[config.mk]
export PLATFORM = sky130hd
export DESIGN_NAME = serial_cmd_packer
export DESIGN_NICKNAME = d
export VERILOG_FILES = /design/src/rtl/serial_pkg.sv /design/src/rtl/serial_wdata_fifo.sv /design/src/rtl/serial_cmd_packer.sv
export SDC_FILE = /design/constraint.sdc
export NUM_CORES = 1
export LEC_CHECK = 0
export ABC_AREA = 0
export CORE_MARGIN = 2
export CORE_UTILIZATION = 44
export CTS_CLUSTER_SIZE = 12
export DETAILED_ROUTE_END_ITERATION = 7
export DONT_BUFFER_PORTS = 1
export GPL_TIMING_DRIVEN = 1
export PLACE_DENSITY = 0.64
export SLEW_MARGIN = 30
export SYNTH_ARGS = -nofsm -noshare
export SYNTH_HDL_FRONTEND = slang
export SYNTH_SLANG_ARGS = --single-unit
[constraint.sdc]
create_clock -name clk_i -period 5.1 [get_ports clk_i]
set_input_delay 0.255 -clock clk_i [delete_from_list [all_inputs] [get_ports clk_i]]
set_output_delay 0.255 -clock clk_i [all_outputs]
set_load 0.02 [all_outputs]
[src/rtl/serial_pkg.sv]
// Shared constants for the serial command packer: header field layout, bus
// valid codes, FSM state encoding and the header builder.
package serial_pkg;

  localparam int unsigned ADDR_LSB    = 16;
  localparam int unsigned SEL_LSB     = 8;
  localparam int unsigned CMD_RW_BIT  = 7;
  localparam int unsigned CMD_LEN_MSB = 4;

  localparam logic [1:0] VLD_IDLE = 2'b00;
  localparam logic [1:0] VLD_HDR  = 2'b11;
  localparam logic [1:0] VLD_DATA = 2'b10;

  localparam logic [2:0] StIdle     = 3'd0;
  localparam logic [2:0] StCheck    = 3'd1;
  localparam logic [2:0] StHdr      = 3'd2;
  localparam logic [2:0] StData     = 3'd3;
  localparam logic [2:0] StWaitRise = 3'd4;
  localparam logic [2:0] StWaitIdle = 3'd5;
  localparam logic [2:0] StDone     = 3'd6;
  localparam logic [2:0] StErr      = 3'd7;

  function automatic logic [31:0] build_hdr(input logic [15:0] addr, input logic [7:0] sel,
                                            input logic wr, input logic [4:0] len);
    logic [31:0] hdr;
    hdr = '0;
    hdr[ADDR_LSB +: 16]  = addr;
    hdr[SEL_LSB +: 8]    = sel;
    hdr[CMD_RW_BIT]      = wr;
    hdr[CMD_LEN_MSB:0]   = len;
    return hdr;
  endfunction

endpackage

[src/rtl/serial_wdata_fifo.sv]
// Synchronous first-word-fall-through FIFO with occupancy count and a
// multi-word pop (used to discard the rest of an aborted write burst).
module serial_wdata_fifo
  import serial_pkg::*;
#(
  parameter int unsigned DATA_WIDTH = 32,
  parameter int unsigned DEPTH      = 32,
  localparam int unsigned AW        = $clog2(DEPTH),
  localparam int unsigned CW        = $clog2(DEPTH) + 1
) (
  input  logic                  clk_i,
  input  logic                  rst_i,
  input  logic                  push_i,
  input  logic [DATA_WIDTH-1:0] wdata_i,
  input  logic [CW-1:0]         pop_n_i,
  output logic [DATA_WIDTH-1:0] rdata_o,
  output logic [CW-1:0]         count_o,
  output logic                  full_o
);

  logic [DATA_WIDTH-1:0] mem_q [DEPTH];
  logic [AW-1:0]         wr_ptr_q, wr_ptr_d, rd_ptr_q, rd_ptr_d;
  logic [CW-1:0]         count_q, count_d;
  logic                  push_ok;

  function automatic logic [AW-1:0] ptr_add(input logic [AW-1:0] ptr, input logic [CW-1:0] n);
    logic [CW:0] sum;
    sum = {2'b00, ptr} + {1'b0, n};
    if (sum >= (CW + 1)'(DEPTH)) sum = sum - (CW + 1)'(DEPTH);
    return sum[AW-1:0];
  endfunction

  always_comb begin
    // Popped words free their slots first, so a push while full still lands.
    push_ok  = push_i && ((count_q - pop_n_i) < CW'(DEPTH));
    wr_ptr_d = push_ok ? ptr_add(wr_ptr_q, CW'(1)) : wr_ptr_q;
    rd_ptr_d = ptr_add(rd_ptr_q, pop_n_i);
    count_d  = count_q + CW'(push_ok) - pop_n_i;
  end

  always_ff @(posedge clk_i or posedge rst_i) begin
    if (rst_i) begin
      wr_ptr_q <= '0;
      rd_ptr_q <= '0;
      count_q  <= '0;
    end else begin
      wr_ptr_q <= wr_ptr_d;
      rd_ptr_q <= rd_ptr_d;
      count_q  <= count_d;
    end
  end

  always_ff @(posedge clk_i) begin
    if (push_ok) mem_q[wr_ptr_q] <= wdata_i;
  end

  assign rdata_o = mem_q[rd_ptr_q];
  assign count_o = count_q;
  assign full_o  = (count_q == CW'(DEPTH));

endmodule

[src/rtl/serial_cmd_packer.sv]
// Formats register-access commands (header + write burst) for the serial master
// drivers and tracks driver busy. SERIAL_CMD_PACKER_RDBACK_EN: reads also wait for slave_ack_last_i.
module serial_cmd_packer
  import serial_pkg::*;
#(
  parameter int unsigned DATA_WIDTH     = 32,
  parameter int unsigned NUM_SLAVE      = 3,
  parameter int unsigned FIFO_DEPTH     = 32,
  parameter int unsigned BUSY_RISE_WAIT = 4,
  parameter int unsigned CMD_TIMEOUT    = 9999
) (
  input  logic                  clk_i,
  input  logic                  rst_i,
  input  logic                  req_vld_i,
  output logic                  req_rdy_o,
  input  logic [15:0]           req_addr_i,
  input  logic [7:0]            req_sel_i,
  input  logic                  req_wr_i,
  input  logic [4:0]            req_len_i,
  input  logic                  wdata_vld_i,
  input  logic [DATA_WIDTH-1:0] wdata_i,
  output logic                  wdata_full_o,
  input  logic [NUM_SLAVE-1:0]  cmd_busy_i,
  input  logic                  slave_ack_last_i,
  output logic [DATA_WIDTH-1:0] master_wr_data_o,
  output logic [1:0]            master_wr_vld_o,
  output logic                  cmd_done_o,
  output logic                  cmd_timeout_o
);

  localparam int unsigned CW = $clog2(FIFO_DEPTH) + 1;
  localparam int unsigned RW = $clog2(BUSY_RISE_WAIT + 1);
  localparam int unsigned TW = $clog2(CMD_TIMEOUT + 1);

  logic [2:0]            state_q, state_d;
  logic [15:0]           addr_q, addr_d;
  logic [7:0]            sel_q, sel_d;
  logic                  wr_q, wr_d;
  logic [4:0]            len_q, len_d;
  logic [5:0]            word_cnt_q, word_cnt_d;
  logic [RW-1:0]         rise_q, rise_d;
  logic [TW-1:0]         to_q, to_d, to_next;
  logic                  rdy_q, rdy_d;
  logic [DATA_WIDTH-1:0] data_q;
  logic [CW-1:0]         pop_n, fifo_count;
  logic [DATA_WIDTH-1:0] fifo_rdata;
  logic [5:0]            need_words;
  logic                  busy_sel, timeout_hit, rise_expired, rd_ok;

  serial_wdata_fifo #(
    .DATA_WIDTH(DATA_WIDTH),
    .DEPTH     (FIFO_DEPTH)
  ) u_fifo (
    .clk_i  (clk_i),
    .rst_i  (rst_i),
    .push_i (wdata_vld_i),
    .wdata_i(wdata_i),
    .pop_n_i(pop_n),
    .rdata_o(fifo_rdata),
    .count_o(fifo_count),
    .full_o (wdata_full_o)
  );

  assign need_words   = {1'b0, len_q} + 6'd1;
  assign busy_sel     = |(cmd_busy_i & sel_q[NUM_SLAVE-1:0]);
  assign timeout_hit  = (to_q == TW'(CMD_TIMEOUT));
  assign to_next      = timeout_hit ? to_q : to_q + TW'(1);
  assign rise_expired = (rise_q == RW'(BUSY_RISE_WAIT - 1));

`ifdef SERIAL_CMD_PACKER_RDBACK_EN
  logic ack_seen_q, ack_seen_d;
  assign ack_seen_d = (state_q == StHdr) ? 1'b0 : (ack_seen_q | slave_ack_last_i);
  always_ff @(posedge clk_i or posedge rst_i) begin
    if (rst_i) ack_seen_q <= 1'b0;
    else       ack_seen_q <= ack_seen_d;
  end
  assign rd_ok = wr_q | ack_seen_q | slave_ack_last_i;
`else
  logic unused_ack;
  assign unused_ack = slave_ack_last_i;
  assign rd_ok      = 1'b1;
`endif

  always_comb begin
    state_d    = state_q;
    addr_d     = addr_q;
    sel_d      = sel_q;
    wr_d       = wr_q;
    len_d      = len_q;
    word_cnt_d = word_cnt_q;
    rise_d     = rise_q;
    to_d       = to_q;
    pop_n      = '0;
    unique case (state_q)
      StIdle: begin
        if (req_vld_i && rdy_q) begin
          addr_d  = req_addr_i;
          sel_d   = req_sel_i;
          wr_d    = req_wr_i;
          len_d   = req_len_i;
          state_d = StCheck;
        end
      end
      StCheck: if (!wr_q || fifo_count >= CW'(need_words)) state_d = StHdr;
      StHdr: begin
        word_cnt_d = '0;
        rise_d     = '0;
        to_d       = TW'(1);
        state_d    = wr_q ? StData : StWaitRise;
      end
      StData: begin
        pop_n      = CW'(1);
        word_cnt_d = word_cnt_q + 6'd1;
        to_d       = to_next;
        if (timeout_hit)                        state_d = StErr;
        else if (word_cnt_q == {1'b0, len_q})   state_d = StWaitRise;
      end
      StWaitRise: begin
        rise_d = rise_q + RW'(1);
        to_d   = to_next;
        if (timeout_hit)       state_d = StErr;
        else if (busy_sel)     state_d = StWaitIdle;
        else if (rise_expired) state_d = StErr;
      end
      StWaitIdle: begin
        to_d = to_next;
        if (timeout_hit)              state_d = StErr;
        else if (!busy_sel && rd_ok)  state_d = StDone;
      end
      StDone: state_d = StIdle;
      StErr: begin
        // Drop whatever part of this write burst was never sent.
        if (wr_q) pop_n = CW'(need_words - word_cnt_q);
        state_d = StIdle;
      end
      default: state_d = StIdle;
    endcase
  end

  assign rdy_d = (state_d == StIdle);

  always_comb begin
    master_wr_vld_o  = VLD_IDLE;
    master_wr_data_o = data_q;
    case (state_q)
      StHdr: begin
        master_wr_vld_o  = VLD_HDR;
        master_wr_data_o = DATA_WIDTH'(build_hdr(addr_q, sel_q, wr_q, len_q));
      end
      StData: begin
        master_wr_vld_o  = VLD_DATA;
        master_wr_data_o = fifo_rdata;
      end
      default: ;
    endcase
  end

  assign req_rdy_o     = rdy_q;
  assign cmd_done_o    = (state_q == StDone);
  assign cmd_timeout_o = (state_q == StErr);

  always_ff @(posedge clk_i or posedge rst_i) begin
    if (rst_i) begin
      state_q    <= StIdle;
      addr_q     <= '0;
      sel_q      <= '0;
      wr_q       <= 1'b0;
      len_q      <= '0;
      word_cnt_q <= '0;
      rise_q     <= '0;
      to_q       <= '0;
      rdy_q      <= 1'b0;
      data_q     <= '0;
    end else begin
      state_q    <= state_d;
      addr_q     <= addr_d;
      sel_q      <= sel_d;
      wr_q       <= wr_d;
      len_q      <= len_d;
      word_cnt_q <= word_cnt_d;
      rise_q     <= rise_d;
      to_q       <= to_d;
      rdy_q      <= rdy_d;
      data_q     <= master_wr_data_o;
    end
  end

endmodule

# After elaboration in Yosys (flattened, before gate mapping)
# Memory sizes are Yosys's and may differ from the RTL's.
# Index checks and enable logic that the tools add are counted.
[word_totals] output_inout_bits=38 input_bits=70 ramBits=1024 word_cells=80 register_bits=105 memories=1
[classes] eq_ne=12 n_addsub=12 bitwise_logic=1 n_lt_le_gt_ge=4 n_reduce_logical=14 mux=23
[memory_table] name="u_fifo.mem_q" words=32 word_bits=32 read_ports=1 rd_ports_with_merged_regs=0 wr=1 line_no="serial_wdata_fifo.sv:21" text="logic [DATA_WIDTH-1:0] mem_q [DEPTH];"
[ops] operator="32-bit case mux with 2 select lines" n=1
[ops] operator="3-bit two-way mux" n=10
[ops] operator="14-bit case mux with 2 select lines" n=1
[ops] operator="6-bit case mux with 2 select lines" n=2
[ops] operator="3-bit case mux with 7 select lines" n=1
[ops] operator="6-bit subtractor" n=3
[ops] operator="14-bit by 1-bit adder with 14-bit output, second input constant" n=1
[ops] operator="14-bit equality test, second input constant" n=1
[ops] operator="14-bit two-way mux" n=1
[ops] operator="5-bit by 1-bit adder with 6-bit output, second input constant" n=2
[ops] operator="3-bit equality test, second input constant" n=4
[ops] operator="5-bit two-way mux" n=2
[ops] operator="5-bit by 1-bit subtractor with 5-bit output, second input constant" n=2
[ops] operator="3-bit by 2-bit equality test with 1-bit output, second input constant" n=3
[ops] operator="5-bit by 6-bit adder with 7-bit output" n=1
[ops] operator="7-bit by 6-bit greater-or-equal comparator with 1-bit output, second input constant" n=1
[ops] operator="6-bit by 1-bit adder with 6-bit output" n=1
[ops] operator="6-bit by 1-bit adder with 6-bit output, second input constant" n=1
[ops] operator="6-bit by 5-bit equality test with 1-bit output" n=1
[ops] operator="6-bit equality test, second input constant" n=1
[ops] operator="6-bit greater-or-equal comparator" n=1
[ops] operator="6-bit greater-or-equal comparator, second input constant" n=1
[ops] operator="3-bit zero test" n=2
[ops] operator="6-bit less-than comparator, second input constant" n=1
[ops] operator="other kinds (15)" n=21

# Depth between registers and ports, before layout
# Gate-level depths: netlist of the first run.
[logic_depth] ltp_word=9 mapped_depth=23 mapped_depth_nobuf=21

# Hierarchy
# Synthesis of the first run repeated with hierarchy kept, for this count alone.
[hier_totals] cells_unflattened=2143 area_unflattened_um2=44310.0
[by_module_without_submodules] module="serial_wdata_fifo" area_per_inst_um2=39714.3 seq_area_each_um2=31149.9 n_inst=1 cells_each=1706
[by_module_without_submodules] module="serial_cmd_packer" area_per_inst_um2=4595.7 seq_area_each_um2=2227.1 n_inst=1 cells_each=437

# Worst setup path after synthesis of the first run
# OpenSTA, ideal clock, no wires.
[synth_timing] path_type="reg-to-reg" from="reg len_q[0]" to="mem u_fifo.mem_q[13][0], enable pin" path_buffers=2 t_required_ps=4708 path_slack_ps=697 synth_period_minus_slack_ps=4403 setup_ps=392 path_stages_with_launch=16 arrival_time_ps=4011 cell_sequence="dfrtp_1 -> ha_1 -> ha_1 -> nor2b_1 -> o21a_1 -> nor2_1 -> xnor2_1 -> nand2_1 -> ha_1 -> fa_1 -> or3_1 -> o2111ai_1 -> and3_1 -> buf_6 -> buf_6 -> and3_1"
[synth_via] elab_chain_cells=9
[synth_lines] item="start: declaration" line_no="serial_cmd_packer.sv:39" text="logic [4:0] len_q, len_d;"
[synth_lines] item="start signal: assignment" line_no="serial_cmd_packer.sv:179" text="len_q <= len_d;"
[synth_lines] item="5-bit by 1-bit adder with 6-bit output" line_no="serial_cmd_packer.sv:64" text="assign need_words = {1'b0, len_q} + 6'd1;"
[synth_lines] item="6-bit subtractor" line_no="serial_cmd_packer.sv:133" text="if (wr_q) pop_n = CW'(need_words - word_cnt_q);"
[synth_lines] item="6-bit two-way mux" line_no="serial_cmd_packer.sv:133"
[synth_lines] item="6-bit case mux with 2 select lines" line_no="serial_cmd_packer.sv:94" text="unique case (state_q)"
[synth_lines] item="6-bit subtractor" line_no="serial_wdata_fifo.sv:35" text="push_ok = push_i && ((count_q - pop_n_i) < CW'(DEPTH));"
[synth_lines] item="6-bit less-than comparator" line_no="serial_wdata_fifo.sv:35"
[synth_lines] item="1-bit logical AND" line_no="serial_wdata_fifo.sv:35"
[synth_lines] item="net u_fifo.push_ok" line_no="serial_wdata_fifo.sv:24" text="logic push_ok;"
[synth_lines] item="1-bit two-way mux" line_no="serial_wdata_fifo.sv:54" text="if (push_ok) mem_q[wr_ptr_q] <= wdata_i;"
[synth_lines] item="1-bit two-way mux (implied by the code)" line_no="serial_wdata_fifo.sv:54"
[synth_lines] item="end: declaration" line_no="serial_wdata_fifo.sv:21"
# The timed path passes the listed nets, and every way through them passes these cells.

# Final worst setup path of the first run
[layout_timing] from="reg len_q[0]" to="mem u_fifo.mem_q[0][25], enable pin"
[layout_via] elab_chain_cells=9
[layout_lines] item="5-bit by 1-bit adder with 6-bit output" line_no="serial_cmd_packer.sv:64"
[layout_lines] item="6-bit subtractor" line_no="serial_cmd_packer.sv:133"
[layout_lines] item="6-bit two-way mux" line_no="serial_cmd_packer.sv:133"
[layout_lines] item="6-bit case mux with 2 select lines" line_no="serial_cmd_packer.sv:94"
[layout_lines] item="6-bit subtractor" line_no="serial_wdata_fifo.sv:35"
[layout_lines] item="6-bit less-than comparator" line_no="serial_wdata_fifo.sv:35"
[layout_lines] item="1-bit logical AND" line_no="serial_wdata_fifo.sv:35"
[layout_lines] item="1-bit two-way mux" line_no="serial_wdata_fifo.sv:54"
[layout_lines] item="1-bit two-way mux (implied by the code)" line_no="serial_wdata_fifo.sv:54"
# Every way passes these cells.

==> reports/metrics.json, run 1 <==
{
  "max_clock_buf_depth": {"value": 3},
  "finalCritPeriodShare": {"value": 91.0, "unit": "%"},
  "worstSetupStartpointType": {"value": "register"},
  "gp_congestion": {"value": 0.819},
  "power.density_cell_area": {"value": 518, "unit": "nW/um2"},
  "cp_cell_sequence": {"value": "ha_1 -> ha_1 -> nor2b_1 -> o21a_1 -> nor2_1 -> xnor2_1 -> nand2_1 -> ha_1 -> fa_1 -> or3_1 -> o2111ai_1 -> and3_1 -> buf_4 -> and3_2 -> buf_12"},
  "global_route.usage.total": {"value": 20.3, "unit": "%"},
  "timing.final.hold_violations": {"value": 0},
  "max_slew.worst_pin.slew": {"value": 0.902, "unit": "ns"},
  "worstPathBufferInverterCount": {"value": 2},
  "post_cts_hold_buffer_count": {"value": 96},
  "cellLeakagePower": {"value": 16.9, "unit": "nW"},
  "cts_buffers": {"value": 113},
  "slowest_delay": {"value": 0.49, "unit": "ns"},
  "cts_max_level": {"value": 3},
  "synth.lib_cells_used.distinct": {"value": 63},
  "clock-skew-final": {"value": 0.0231, "unit": "ns"},
  "yosys-top-cells-count": {"value": "1024 x edfxtp_1, 259 x mux4_2, 122 x mux2i_1"},
  "outcome": {"value": "finished, final reports clean"},
  "place_worst_setup_slack": {"value": 0.475, "unit": "ns"},
  "totalNegativeSetupSlack": {"value": 0, "unit": "ns"},
  "netlist_instances": {"value": 2145},
  "peakVddDrop": {"value": 0.292, "unit": "mV"},
  "syn_area": {"value": 44600, "unit": "um2"},
  "synth_ff_type": {"value": "edfxtp_1"},
  "number_of_antenna_violations_at_the_first_check_in_global_routing": {"value": 7},
  "tritoncts": {"value": "yes"},
  "ys_top_cells_by_area": {"value": "edfxtp_1 69%, mux4_2 13%, dfrtp_1 5.9%"},
  "crit_top_cell": {"value": "ha_1"},
  "start_util": {"value": 44.5, "unit": "%"},
  "grt_pass1_vias": {"value": 22300},
  "port-buffer-count": {"value": 0},
  "vias": {"value": 21900},
  "worst_ep_arrival_time": {"value": 5.00, "unit": "ns"},
  "cts_setup_buffers": {"value": 0},
  "cp_max_fo": {"value": 26},
  "hold_path.class": {"value": "in -> reg"},
  "grt_max_degree": {"value": 56},
  "final_layout_size_suffix_gt1_share": {"value": 24.6, "unit": "%"},
  "floorplan.die_area": {"value": 104000, "unit": "um2"},
  "routed_wl": {"value": 105000, "unit": "um"},
  "post_route_worst_setup_slack": {"value": 0.461, "unit": "ns"},
  "flow.area_growth_from_synthesis": {"value": 15.2, "unit": "%"},
  "timing.final.max_slew_violations": {"value": 0},
  "synth_largest_area_cell": {"value": "edfxtp_1"},
  "worstSkewPairLatency": {"value": 0.67, "unit": "ns"},
  "drcViolationCount": {"value": 0},
  "cts_resized": {"value": 0},
  "synth_seq_area_share": {"value": 74.8, "unit": "%"},
  "crit_required": {"value": 5.46, "unit": "ns"},
  "synthMostInstantiatedCell": {"value": "edfxtp_1"},
  "cts.sink_count": {"value": 1129},
  "grt_first_pass_wirelength": {"value": 153000, "unit": "um"},
  "criticalPathCategory": {"value": "reg -> reg"},
  "register_bit_total_from_synthesis": {"value": 1129},
  "detailedRoute.firstIterationViolations": {"value": 2472},
  "timing.critical_path.slowest_stage_cell": {"value": "and3_2"},
  "clock_transition_time_at_the_flip_flop_clock_pins_of_the_worst_setup_and_hold_paths": {"value": 0.06, "unit": "ns"},
  "grt_remaining_overflow": {"value": 0},
  "design_area": {"value": 51500, "unit": "um2"},
  "fin_crit": {"value": 4.64, "unit": "ns"},
  "report.power.total": {"value": 26.7, "unit": "mW"},
  "ioPinCount": {"value": 108},
  "peak_clock_frequency_supported_by_timing": {"value": 0.216, "unit": "GHz"},
  "number_of_enable_type_register_cells_in_the_synthesized_netlist": {"value": 1024},
  "die-width": {"value": 323, "unit": "um"},
  "normalized_max_slew_margin": {"value": 39.8, "unit": "%"},
  "rows": {"value": 116},
  "synthesized_area_per_cell": {"value": 20.8, "unit": "um2"},
  "finalNetCount": {"value": 2429},
  "antenna_violating_nets_post_route": {"value": 0},
  "place_area": {"value": 46900, "unit": "um2"},
  "yosysTopAreaCellShare": {"value": 68.9, "unit": "%"},
  "synth_fp_nets": {"value": 2254},
  "finish.utilization": {"value": 51.3, "unit": "%"},
  "synthArstFlopShare": {"value": 9.30, "unit": "%"},
  "die_height": {"value": 323, "unit": "um"},
  "first_pass_iters": {"value": 7},
  "yosys_warnings": {"value": 0},
  "max_cap_viol_count": {"value": 0},
  "cts_root_buf": {"value": "clkbuf_16"},
  "drt-wirelength-per-cell": {"value": 28.0, "unit": "um"},
  "core_area": {"value": 100000, "unit": "um2"},
  "setup_violations": {"value": 0},
  "vias_per_cell": {"value": 5.84},
  "rsz0062_at_grt": {"value": "no"},
  "dp.final_hpwl": {"value": 66000, "unit": "um"},
  "critPathCaptureType": {"value": "register"},
  "critical-path-top-delay-family": {"value": "simple AND/OR/NAND/NOR gates"}
}
==> path summary, 6_finish.rpt <==
check,start,slack (ns),cells past startpoint,end
max,len_q[0]$_DFFE_PP0P_,0.46,15,u_fifo.mem_q[0][25]$_DFFE_PP_
min in group asynchronous,rst_i,0.20,2,addr_q[14]$_DFFE_PP0P_
max reg2reg,len_q[0]$_DFFE_PP0P_,0.46,15,u_fifo.mem_q[0][25]$_DFFE_PP_
min,req_vld_i,0.04,3,wr_q$_DFFE_PP0P_
min reg2reg,addr_q[4]$_DFFE_PP0P_,0.51,1,addr_q[4]$_DFFE_PP0P_
max in group asynchronous,rst_i,3.67,3,u_fifo.rd_ptr_q[1]$_DFF_PP0_
==> layout by cell type (no fill, tap or decap), types with 48 or more instances in the layout <==
cell type,n
a22oi_1,59
buf_12,64
buf_4,48
clkbuf_16,116
dfrtp_1,102
dlygate4sd3_1,64
edfxtp_1,1024
mux2i_1,122
mux4_2,259
nor2_1,48
==> power breakdown <==
group | switching, mW | internal [mW]
clock network | 3.29 | 4.20
registers | 0.564 | 10.8
logic | 4.48 | 3.32
total | 8.33 | 18.3
==> kinds of logic (layout without fill, tap and decap cells) <==
group           Yosys count  count (layout)  synth area share [%]
compound gates          195             195                  3.08
xor+xnor                 31              31                 0.608
fa+ha+maj                39              39                  1.18
buf+inv                 151             401                  1.57
flops                  1129            1129                  74.8
mux                     412             412                  16.6
other cells               0               2                     0
simple gates            188             188                  2.23
==> per-stage QoR <==
step | std cells | hold slack [ns]
floorplan | 2145 | 0.354
global placement | 3465 | 0.275
detailed placement | 3466 | 0.299
CTS | 3752 | 0.000209
global route | 3753 | 0.0224
finish | 3754 | 0.0361
==> state kept, by name, indices dropped and copies added (netlist names) <==
signal / flops
addr_q: 16
data_q: 32
len_q: 5
req_rdy_o: 1
rise_q: 3
sel_q: 8
state_q: 3
to_q: 14
u_fifo.count_o: 6
u_fifo.mem_q: 1024
u_fifo.rd_ptr_q: 5
u_fifo.wr_ptr_q: 5
word_cnt_q: 6
wr_q: 1
==> layer usage <==
layer	track usage, %	vias up	share of wire (%)
li1	-	9236	-
met1	28.8	11700	42
met2	31.4	805	47
met3	5.51	151	8.6
met4	4.81	2	2.1
met5	0	-	0.011
==> worst register-to-register path: stages, from the launching register on <==
cell and delay (ns):
dfrtp_1 0.46, ha_1 0.35, ha_1 0.27, nor2b_1 0.14, o21a_1 0.18, nor2_1 0.13
xnor2_1 0.14, nand2_1 0.11, ha_1 0.25, fa_1 0.40, or3_1 0.43, o2111ai_1 0.14
and3_1 0.25, buf_4 0.35, and3_2 0.49, buf_12 0.24
==> area by class of cell <==
type / count / area [um2]
tap: 1357 / 1700
clock inverter: 31 / 154
clock buffer: 159 / 3110
antenna: 2 / 5.00
sequential: 1129 / 33400
inverter: 34 / 130
multi-input combinational: 865 / 10700
fill: 7784 / 48800
timing repair buffer: 177 / 2310
(Power assumes the default switching activity.)
==> run 2: changes to the inputs <==
Settings changed: CTS_BUF_LIST set to sky130_fd_sc_hd__clkbuf_8, PLACE_DENSITY 0.64 to not set.
==> run 2 against run 1 <==
Non-clock buffer count rose by 20. Via count rose by 2.3%. Clock power fell by 4.1%. Critical path depth did not move. Design area rose by 0.27%. Die area did not move. Sequential power barely moved. Combinational power rose by 0.5%. Flip-flop and latch count did not move. Setup slack got worse by 0.074 ns. Utilization rose by 0.14 points. Clock skew rose by 0.015 ns. Critical path type unchanged. Critical endpoint is now u_fifo.mem_q[1][17]$_DFFE_PP_. Largest cell class unchanged. Highest routed layer unchanged.
==> reports/metrics.json, run 2 (same netlist as run 1, synthesis figures left out) <==
{
  "cts_resized": {"value": 0},
  "detailedRoute.firstIterationViolations": {"value": 2313},
  "internal-power": {"value": 17.8, "unit": "mW"},
  "timing.final.hold_violations": {"value": 0},
  "dp.final_hpwl": {"value": 67500, "unit": "um"},
  "grt_first_pass_wirelength": {"value": 159000, "unit": "um"},
  "rsz0062_at_grt": {"value": "no"},
  "layout.cells.most_common": {"value": "edfxtp_1"},
  "clockPowerShare": {"value": 27.1, "unit": "%"},
  "worstSetupStartpointType": {"value": "register"},
  "finalNetCount": {"value": 2514},
  "die_height": {"value": 323, "unit": "um"},
  "flip_flop_count_of_the_largest_register_all_copies_and_words_added": {"value": 1024},
  "normalized_max_slew_margin": {"value": 36.0, "unit": "%"},
  "sequentialPowerShare": {"value": 43.2, "unit": "%"},
  "final.fill_count": {"value": 7932},
  "global_route.usage.total": {"value": 21.3, "unit": "%"},
  "hold_ws": {"value": 0.0366, "unit": "ns"},
  "max_clock_buf_depth": {"value": 3},
  "power_frac_comb": {"value": 29.7, "unit": "%"},
  "peakVddDrop": {"value": 0.292, "unit": "mV"},
  "cp-startpoint": {"value": "len_q[0]$_DFFE_PP0P_"},
  "reg2reg_from": {"value": "len_q[0]$_DFFE_PP0P_"},
  "cellLeakagePower": {"value": 17.4, "unit": "nW"},
  "fin_crit": {"value": 4.71, "unit": "ns"},
  "timing.final.max_slew_violations": {"value": 0},
  "worst_reg2reg_setup_slack": {"value": 0.39, "unit": "ns"},
  "tritoncts": {"value": "yes"},
  "floorplan.die_area": {"value": 104000, "unit": "um2"},
  "power.net_switching": {"value": 8.59, "unit": "mW"},
  "finalCritPeriodShare": {"value": 92.4, "unit": "%"},
  "vias": {"value": 22400},
  "vias_per_cell": {"value": 5.72},
  "start_util": {"value": 44.5, "unit": "%"},
  "drt-wirelength-per-cell": {"value": 27.7, "unit": "um"},
  "peak_clock_frequency_supported_by_timing": {"value": 0.212, "unit": "GHz"},
  "cp_max_fo": {"value": 26},
  "cts_root_buf": {"value": "clkbuf_8"},
  "cts.sink_count": {"value": 1129},
  "cts_max_level": {"value": 4},
  "most-common-layout-cells": {"value": "1024 x edfxtp_1, 259 x mux4_2, 187 x clkbuf_8"},
  "cts_setup_buffers": {"value": 0},
  "finish.utilization": {"value": 51.4, "unit": "%"},
  "flow.area_growth_from_synthesis": {"value": 15.5, "unit": "%"},
  "totalNegativeSetupSlack": {"value": 0, "unit": "ns"},
  "worst_ep_arrival_time": {"value": 5.21, "unit": "ns"},
  "first_pass_iters": {"value": 5},
  "power.density_cell_area": {"value": 512, "unit": "nW/um2"},
  "antenna_violating_nets_post_route": {"value": 0},
  "core_area": {"value": 100000, "unit": "um2"},
  "max_flop_register": {"value": "u_fifo.mem_q"},
  "clock-skew-final": {"value": 0.0378, "unit": "ns"},
  "critPathCaptureType": {"value": "register"},
  "rows": {"value": 116},
  "sw_frac_of_total": {"value": 32.5, "unit": "%"},
  "number_of_antenna_violations_at_the_first_check_in_global_routing": {"value": 11},
  "grt_remaining_overflow": {"value": 0},
  "grt_max_degree": {"value": 65},
  "outcome": {"value": "finished, final reports clean"},
  "clock_transition_time_at_the_flip_flop_clock_pins_of_the_worst_setup_and_hold_paths": {"value": 0.06, "unit": "ns"},
  "final-seq-area": {"value": 33400, "unit": "um2"},
  "die-width": {"value": 323, "unit": "um"},
  "criticalPathCategory": {"value": "reg -> reg"},
  "setup_violations": {"value": 0},
  "max_slew.worst_pin.slew": {"value": 0.960, "unit": "ns"},
  "port-buffer-count": {"value": 0},
  "hold_path.class": {"value": "in -> async"},
  "grt_pass1_vias": {"value": 23100},
  "final_layout_size_suffix_gt1_share": {"value": 27.3, "unit": "%"},
  "multiInputGateArea": {"value": 10600, "unit": "um2"},
  "worstSkewPairLatency": {"value": 0.84, "unit": "ns"},
  "reg_top3": {"value": "u_fifo.mem_q (1024), data_q (32), addr_q (16)"},
  "crit_required": {"value": 5.60, "unit": "ns"},
  "drcViolationCount": {"value": 0},
  "ioPinCount": {"value": 108},
  "max_cap_viol_count": {"value": 0},
  "routed_wl": {"value": 109000, "unit": "um"},
  "cts_buffers": {"value": 178},
  "gp_congestion": {"value": 0.824}
}
==> run 2: timing repair <==
item                                     CTS  global route
endpoints found under the setup margin     0             0
endpoints found under the hold margin   1123             0
hold buffers                              98             0
==> run 2: layout make-up <==
type,instances,share of cell area (%)
tap,1357,3.29
clock inverter,145,1.49
inverter,34,0.260
timing repair buffer,197,4.59
sequential,1129,64.7
multi-input combinational,865,20.6
clock buffer,187,4.99
antenna,6,0.0291
==> run 2: critical path: stages (launching register included) <==
cell	delay (ns)
dfrtp_1	0.46
ha_1	0.35
ha_1	0.27
nor2b_1	0.14
o21a_1	0.16
nor2_1	0.12
xnor2_1	0.13
nand2_1	0.10
ha_1	0.25
fa_1	0.43
or3_1	0.45
o2111ai_1	0.14
and3_1	0.29
buf_4	0.33
and3_2	0.42
buf_4	0.32
==> run 2: per-layer routing <==
| layer | wire length, um | vias to the layer above | GRT usage [%] |
|---|---|---|---|
| met5 | 40 | - | 0 |
| met4 | 2030 | 6 | 6.05 |
| met3 | 8920 | 140 | 5.06 |
| met2 | 50700 | 903 | 32.6 |
| met1 | 46900 | 11900 | 30.6 |
| li1 | - | 9487 | - |
==> run 2: worst paths after layout <==
path                                                 end  cells after the start
max                        u_fifo.mem_q[1][17]$_DFFE_PP_                     15
min                                 sel_q[4]$_DFFE_PP0P_                      2
max reg2reg                u_fifo.mem_q[1][17]$_DFFE_PP_                     15
min reg2reg                       addr_q[10]$_DFFE_PP0P_                      1
max in group asynchronous      word_cnt_q[2]$_DFFE_PP0N_                      3
min in group clk_i                      wr_q$_DFFE_PP0P_                      3
==> run 2: power by group through the flow <==
stage	registers, mW	logic (mW)	clock network (mW)
global route	11.5	8.45	7.75
detailed placement	11.6	7.67	0
global placement	11.6	7.63	0
CTS	11.4	7.94	7.35
floorplan	11.2	5.56	0
finish	11.4	7.84	7.17
==> run 2: stage by stage <==
stage	instance area (um2)	setup WS, ns	std cells	total power, mW
detailed placement	46900	0.451	3484	19.3
floorplan	44600	0.697	2145	16.8
global placement	46900	0.537	3483	19.2
finish	51600	0.388	3920	26.4
CTS	51600	0.403	3914	26.7
global route	51600	0.0821	3917	27.7
